### config.mk
export PLATFORM = sky130hd
export DESIGN_NAME = mypio_in_flat
export DESIGN_NICKNAME = d
export VERILOG_FILES = /design/src/rtl/mypio_pkg.sv /design/src/rtl/mypio_in_if.sv /design/src/rtl/mypio_in_debounce.sv /design/src/rtl/mypio_in.sv /design/src/flat_wrapper.sv
export SDC_FILE = /design/constraint.sdc
export NUM_CORES = 1
export LEC_CHECK = 0
export CAP_MARGIN = 20
export CORE_MARGIN = 2
export CORE_UTILIZATION = 50
export CTS_BUF_LIST = sky130_fd_sc_hd__clkbuf_4 sky130_fd_sc_hd__clkbuf_8
export DETAILED_ROUTE_END_ITERATION = 7
export GPL_ROUTABILITY_DRIVEN = 0
export PLACE_DENSITY = 0.88
export SLEW_MARGIN = 20
export SYNTH_ARGS = -nofsm -noshare
export SYNTH_HDL_FRONTEND = slang
export SYNTH_SLANG_ARGS = --single-unit
### constraint.sdc
create_clock -name clk -period 2.1 [get_ports clk]
set_input_delay 0.42 -clock clk [delete_from_list [all_inputs] [get_ports clk]]
set_output_delay 0.42 -clock clk [all_outputs]
set_load 0.02 [all_outputs]
### src/rtl/mypio_pkg.sv
// rtl/mypio_pkg.sv - shared register map, edge-mode enum and edge helper for mypio_in
package mypio_pkg;

    localparam int DATA_W = 32;
    localparam int ADDR_W = 2;

    localparam logic [ADDR_W-1:0] ADDR_DATA     = 2'd0;
    localparam logic [ADDR_W-1:0] ADDR_IRQ_MASK = 2'd1;
    localparam logic [ADDR_W-1:0] ADDR_EDGE_CAP = 2'd2;
    localparam logic [ADDR_W-1:0] ADDR_RAW      = 2'd3;

    typedef enum logic [1:0] {
        EDGE_RISE = 2'd0,
        EDGE_FALL = 2'd1,
        EDGE_ANY  = 2'd2
    } edge_type_e;

    // True when the old->new transition of one bit is one the capture mode cares about.
    function automatic logic edge_match(edge_type_e mode, logic old_v, logic new_v);
        case (mode)
            EDGE_RISE: return !old_v && new_v;
            EDGE_FALL: return old_v && !new_v;
            default:   return old_v != new_v;
        endcase
    endfunction

endpackage

### src/rtl/mypio_in_if.sv
// rtl/mypio_in_if.sv - Avalon-MM slave bus bundle (address/read/write/writedata/readdata/irq)
//
// master: drives address, read, write, writedata; receives readdata, irq
// slave : receives address, read, write, writedata; drives readdata, irq
interface mypio_in_if;
    import mypio_pkg::*;

    logic [ADDR_W-1:0] address;
    logic              read;
    logic              write;
    logic [DATA_W-1:0] writedata;
    logic [DATA_W-1:0] readdata;
    logic              irq;

    modport master (
        output address, read, write, writedata,
        input  readdata, irq
    );

    modport slave (
        input  address, read, write, writedata,
        output readdata, irq
    );

endinterface

### src/rtl/mypio_in_debounce.sv
// rtl/mypio_in_debounce.sv - one input bit: two-flop synchroniser plus filter register
//
// Optional feature macro: MYPIO_IN_DEBOUNCE_EN (per-bit stability counter).
// Ports:
//   clk, reset_n : clock, synchronous active-low reset
//   din          : asynchronous input bit
//   raw          : second synchroniser stage (unfiltered view)
//   filt         : accepted (filtered) value
//   load         : high in the cycle filt takes a new value (filt <= raw at next edge)
module mypio_in_debounce #(
    parameter logic IN_RESET        = 1'b0,
    parameter int   DEBOUNCE_CYCLES = 1
) (
    input  logic clk,
    input  logic reset_n,
    input  logic din,
    output logic raw,
    output logic filt,
    output logic load
);

    logic sync1;

    always_ff @(posedge clk) begin
        if (!reset_n) begin
            sync1 <= IN_RESET;
            raw   <= IN_RESET;
        end else begin
            sync1 <= din;
            raw   <= sync1;
        end
    end

`ifdef MYPIO_IN_DEBOUNCE_EN
    localparam int CW = $clog2(DEBOUNCE_CYCLES + 1);
    localparam logic [CW-1:0] CNT_LAST = CW'(DEBOUNCE_CYCLES - 1);

    logic [CW-1:0] cnt;

    // Accept only after raw has disagreed with filt for DEBOUNCE_CYCLES consecutive cycles.
    assign load = (raw != filt) && (cnt == CNT_LAST);

    always_ff @(posedge clk) begin
        if (!reset_n) begin
            cnt  <= '0;
            filt <= IN_RESET;
        end else if (raw == filt) begin
            cnt <= '0;
        end else if (cnt == CNT_LAST) begin
            cnt  <= '0;
            filt <= raw;
        end else begin
            cnt <= cnt + 1'b1;
        end
    end
`else
    localparam int UNUSED_DEBOUNCE_CYCLES = DEBOUNCE_CYCLES;

    assign load = (raw != filt);

    always_ff @(posedge clk) begin
        if (!reset_n) begin
            filt <= IN_RESET;
        end else begin
            filt <= raw;
        end
    end
`endif

endmodule

### src/rtl/mypio_in.sv
// rtl/mypio_in.sv - Avalon-MM input PIO with edge capture (W1C) and maskable level irq
//
// Optional feature macro: MYPIO_IN_DEBOUNCE_EN (per-bit debounce in mypio_in_debounce).
// Ports:
//   clk, reset_n : clock, synchronous active-low reset
//   bus          : Avalon-MM slave (address, read, write, writedata, readdata, irq)
//   conduit_in   : WIDTH asynchronous external inputs
// Registers: 0 DATA (ro), 1 IRQ_MASK (rw), 2 EDGE_CAPTURE (w1c), 3 RAW (ro).
module mypio_in
    import mypio_pkg::*;
#(
    parameter int              WIDTH           = 10,
    parameter logic [WIDTH-1:0] IN_RESET       = '0,
    parameter edge_type_e      EDGE_TYPE       = EDGE_ANY,
    parameter int              DEBOUNCE_CYCLES = 500000
) (
    input  logic             clk,
    input  logic             reset_n,
    mypio_in_if.slave        bus,
    input  logic [WIDTH-1:0] conduit_in
);

    logic [WIDTH-1:0]  raw;
    logic [WIDTH-1:0]  data_q;
    logic [WIDTH-1:0]  load;
    logic [WIDTH-1:0]  edge_set;
    logic [WIDTH-1:0]  edge_clr;
    logic [WIDTH-1:0]  edge_capture;
    logic [WIDTH-1:0]  irq_mask;
    logic [DATA_W-1:0] rd_mux;
    logic [DATA_W-1:0] readdata_q;

    for (genvar i = 0; i < WIDTH; i++) begin : g_bit
        mypio_in_debounce #(
            .IN_RESET        (IN_RESET[i]),
            .DEBOUNCE_CYCLES (DEBOUNCE_CYCLES)
        ) u_debounce (
            .clk     (clk),
            .reset_n (reset_n),
            .din     (conduit_in[i]),
            .raw     (raw[i]),
            .filt    (data_q[i]),
            .load    (load[i])
        );
    end

    if (WIDTH < DATA_W) begin : g_unused_wdata
        logic unused_wdata;
        assign unused_wdata = ^bus.writedata[DATA_W-1:WIDTH];
    end

    // Edges are judged on the value about to enter data_q against its current value.
    always_comb begin
        edge_set = '0;
        for (int i = 0; i < WIDTH; i++) begin
            edge_set[i] = load[i] && edge_match(EDGE_TYPE, data_q[i], raw[i]);
        end
    end

    assign edge_clr = (bus.write && bus.address == ADDR_EDGE_CAP) ? bus.writedata[WIDTH-1:0]
                                                                 : '0;

    always_comb begin
        rd_mux = '0;
        case (bus.address)
            ADDR_DATA:     rd_mux = DATA_W'(data_q);
            ADDR_IRQ_MASK: rd_mux = DATA_W'(irq_mask);
            ADDR_EDGE_CAP: rd_mux = DATA_W'(edge_capture);
            ADDR_RAW:      rd_mux = DATA_W'(raw);
            default:       rd_mux = '0;
        endcase
    end

    always_ff @(posedge clk) begin
        if (!reset_n) begin
            irq_mask     <= '0;
            edge_capture <= '0;
            readdata_q   <= '0;
        end else begin
            if (bus.write && bus.address == ADDR_IRQ_MASK) begin
                irq_mask <= bus.writedata[WIDTH-1:0];
            end
            // A fresh edge beats a simultaneous clear of the same bit.
            edge_capture <= (edge_capture & ~edge_clr) | edge_set;
            if (bus.read) begin
                readdata_q <= rd_mux;
            end
        end
    end

    assign bus.readdata = readdata_q;
    assign bus.irq      = |(edge_capture & irq_mask);

endmodule

### src/flat_wrapper.sv
// flat-port wrapper written by rule: the top's interface ports become plain ports
module mypio_in_flat import mypio_pkg::*;
#(
    parameter int              WIDTH           = 10,
    parameter logic [WIDTH-1:0] IN_RESET       = '0,
    parameter edge_type_e      EDGE_TYPE       = EDGE_ANY,
    parameter int              DEBOUNCE_CYCLES = 500000
)
  (clk, reset_n, conduit_in, bus_address, bus_read, bus_write, bus_writedata, bus_readdata, bus_irq);
  mypio_in_if bus_i ();
  input  logic clk;
  input  logic reset_n;
  input  logic [WIDTH-1:0] conduit_in;
  input wire logic [$bits(bus_i.address)-1:0] bus_address;
  input wire logic [$bits(bus_i.read)-1:0] bus_read;
  input wire logic [$bits(bus_i.write)-1:0] bus_write;
  input wire logic [$bits(bus_i.writedata)-1:0] bus_writedata;
  output wire logic [$bits(bus_i.readdata)-1:0] bus_readdata;
  output wire logic [$bits(bus_i.irq)-1:0] bus_irq;
  assign bus_i.address = bus_address;
  assign bus_i.read = bus_read;
  assign bus_i.write = bus_write;
  assign bus_i.writedata = bus_writedata;
  assign bus_readdata = bus_i.readdata;
  assign bus_irq = bus_i.irq;
  mypio_in #(.WIDTH(WIDTH), .IN_RESET(IN_RESET), .EDGE_TYPE(EDGE_TYPE), .DEBOUNCE_CYCLES(DEBOUNCE_CYCLES)) u_core (.clk(clk), .reset_n(reset_n), .bus(bus_i), .conduit_in(conduit_in));
endmodule
==> results by group <==
Yosys
  • Main synth FF type: dfxtp_1
  • Top post-synthesis cells by area: dfxtp_1, mux2i_1, and2_1
  • Yosys reg bits: 60
  • Distinct cells, synth: 19
  • Post-Synthesis Cells: 225
  • Leading area contributor after synthesis: dfxtp_1
  • Syn avg cell area: 10.9 µm²
  • Fraction of registers with async set/reset: 0%
  • Yosys warns: 0
  • Post-synth EDFFs: 0
  • Cell area after synthesis: 2450 µm²
  • Sequential-to-total area share from yosys stat: 48.9%
  • Top-area cell type share of the netlist area: 48.9%

Clock tree
  • Clock sinks: 60
  • H-tree depth: 3
  • Clk buf depth: 2
  • TritonCTS clock tree: done
  • Resize count post-CTS: 2
  • Skew-Pair Late Insertion Delay: 0.34 ns
  • # hold bufs at CTS: 0
  • CTS Buf Count: 9
  • Register clock-pin slew on the reported worst setup and hold paths: 0.06 ns
  • Post-CTS Setup Repair Bufs: 0
  • CTS root buf: clkbuf_8

Floorplanning
  • Ports: 81
  • Row count: 25
  • Die width: 74.1 µm
  • Die area: 5490 µm²
  • Initial Utilization: 52.0%
  • Chip Height: 74.1 µm
  • Core Box Area: 4720 µm²

Hold path
  • Min-Delay Startpoint: u_core.g_bit[6].u_debounce.sync1
  • HP Class: reg -> reg

Routing
  • Detail Route Antenna Nets: 0
  • Via count: 1668
  • Routed wire length: 4660 µm
  • Vias per cell: 4.95
  • 1st-pass router iterations: 4
  • Post-route DRC violation count: 0
  • Number of DRC markers in iteration 0: 51
  • Wirelength per Cell: 13.8 µm

Final layout
  • Fill cells: 394
  • Nets: 315
  • Area Overhead vs Synth: 22.7%
  • Fin cells: 337
  • Final core utilization: 63.8%
  • Share of layout cells above drive strength 1: 8.52%
  • Ant diodes: 0

Global routing
  • Vias in the first global route: 1672
  • Gr ovfl total: 0
  • Total GRT Usage: 19.2%
  • Largest net degree at the start of global routing: 56
  • Global-route wire length before repair: 7580 µm
  • Initial antenna violation count: 0

Setup path
  • CP Data Arrival Time: 1.58 ns
  • FF-to-FF setup slack: 1.28 ns
  • Worst setup path class: reg -> out
  • RR Startpoint: u_core.g_bit[5].u_debounce.raw
  • CP Launch Point: u_core.edge_capture[6]
  • CP Capture Type: output port
  • Setup crit start kind: flip-flop
  • CP max FO: 3
  • Data required time at the worst endpoint: 1.68 ns

Placement
  • # port buffers: 36
  • Inst Count DP: 323
  • DP HPWL: 3060 µm
  • Worst slack at placement: 0.135 ns

Outcome
  • Outcome: completed

Timing
  • Endpoints failing hold: 0
  • Fmax: 501 MHz
  • Setup TNS: 0 ns
  • Final period utilization: 95.1%
  • Worst slew margin: 66.6%
  • Least-Margin Pin Slew: 0.501 ns
  • Final setup viols: 0
  • RSZ-0062 raised after global routing: false
  • Min Tclk post-route: 2.00 ns
  • Fin worst setup slack: 0.103 ns
  • Max-slew violation count: 0
  • Max Clock Skew: 0.00817 ns

Power
  • Pleak: 1.33 nW
  • Pwr dens: 828 nW/µm²
  • VDD IR max: 0.461 mV

Run
  • Max cap viols: 0
==> flip-flops by register name, indices dropped and copies added, names as in the netlist <==
name / flops
u_core.bus.readdata: 10
u_core.edge_capture: 10
u_core.g_bit.u_debounce.filt: 10
u_core.g_bit.u_debounce.raw: 10
u_core.g_bit.u_debounce.sync1: 10
u_core.irq_mask: 10
==> worst max-delay path: stages (launching register included) <==
cell           delay (ns)
dfxtp_1              0.32
a22o_1               0.25
a221oi_2             0.20
nand4_1              0.13
dlygate4sd2_1        0.34
==> power by group <==
part	switching [W]	total, W	leakage (nW)	internal, W
clock network	0.000414	0.00102	0.102	0.000610
logic	0.000124	0.000248	0.733	0.000125
registers	0.0000323	0.00122	0.491	0.00119
total	0.000570	0.00249	1.33	0.00192
==> through the flow <==
stage          power, W  cell area (µm²)  hold WS, ns
2_1_floorplan   0.00143             2530        0.412
3_3_place_gp    0.00148             2810        0.413
3_5_place_dp    0.00149             2810        0.417
4_1_cts         0.00252             3010        0.431
5_1_grt         0.00260             3010        0.449
6_report        0.00249             3010        0.430
==> cell families (layout without fill, tap and decap cells) <==
group,count (synthesis),after routing,share of synthesized area [%]
multiplexers,30,30,12.2
AND/OR/NAND/NOR,55,55,14.7
XOR/XNOR,10,10,3.57
other,1,22,0.153
AO/OA/AOI/OAI,35,35,11.3
buffers and inverters,34,58,9.12
flip-flops,60,60,48.9
==> Yosys cell counts, drive strengths merged, types with 3 or more instances <==
library cell / number
a21boi: 10
a22oi: 3
and2: 30
buf: 27
clkbuf: 7
dfxtp: 60
mux2i: 30
nand3b: 12
nor2b: 10
o21a: 10
o221ai: 10
xor2: 10
==> final timing paths <==
check,endpoint,cells after the start
worst min register to register,u_core.g_bit[6].u_debounce.raw,1
worst min-delay path,u_core.g_bit[6].u_debounce.raw,1
worst max register to register,u_core.edge_capture[5],2
worst max-delay path,bus_irq,4
==> cell usage in the layout, fill, tap and decap left out, types with 3 or more instances in the layout <==
| master | netlist | final |
|---|---|---|
| o221ai_1 | 10 | 10 |
| and2_1 | 30 | 30 |
| buf_4 | 25 | 8 |
| nor2b_1 | 10 | 10 |
| a22oi_1 | 3 | 3 |
| xor2_1 | 10 | 10 |
| mux2i_1 | 30 | 30 |
| o21a_1 | 10 | 10 |
| nand3b_1 | 12 | 12 |
| clkdlybuf4s50_1 | 0 | 35 |
| conb_1 | 1 | 22 |
| clkbuf_8 | 0 | 11 |
| a21boi_1 | 10 | 10 |
| dfxtp_1 | 60 | 60 |
==> layout make-up <==
cell class / count / area [µm²] / area share (%)
Clock inverter: 2 / 35.0 / 1.16
Multi-Input combinational cell: 152 / 1110 / 37.0
Timing Repair Buffer: 44 / 419 / 13.9
Clock buffer: 12 / 159 / 5.27
Sequential cell: 60 / 1200 / 39.9
Tap cell: 67 / 83.8 / 2.78
==> metal layers <==
metal | routed length, µm | up-vias | track usage (%)
li1 | - | 820 | -
met1 | 1970 | 784 | 20.3
met2 | 2310 | 55 | 32.6
met3 | 282 | 9 | 7.32
met4 | 100 | 0 | 10.7
met5 | 0 | - | 0
No activity file was read; power rests on OpenSTA's default activity.
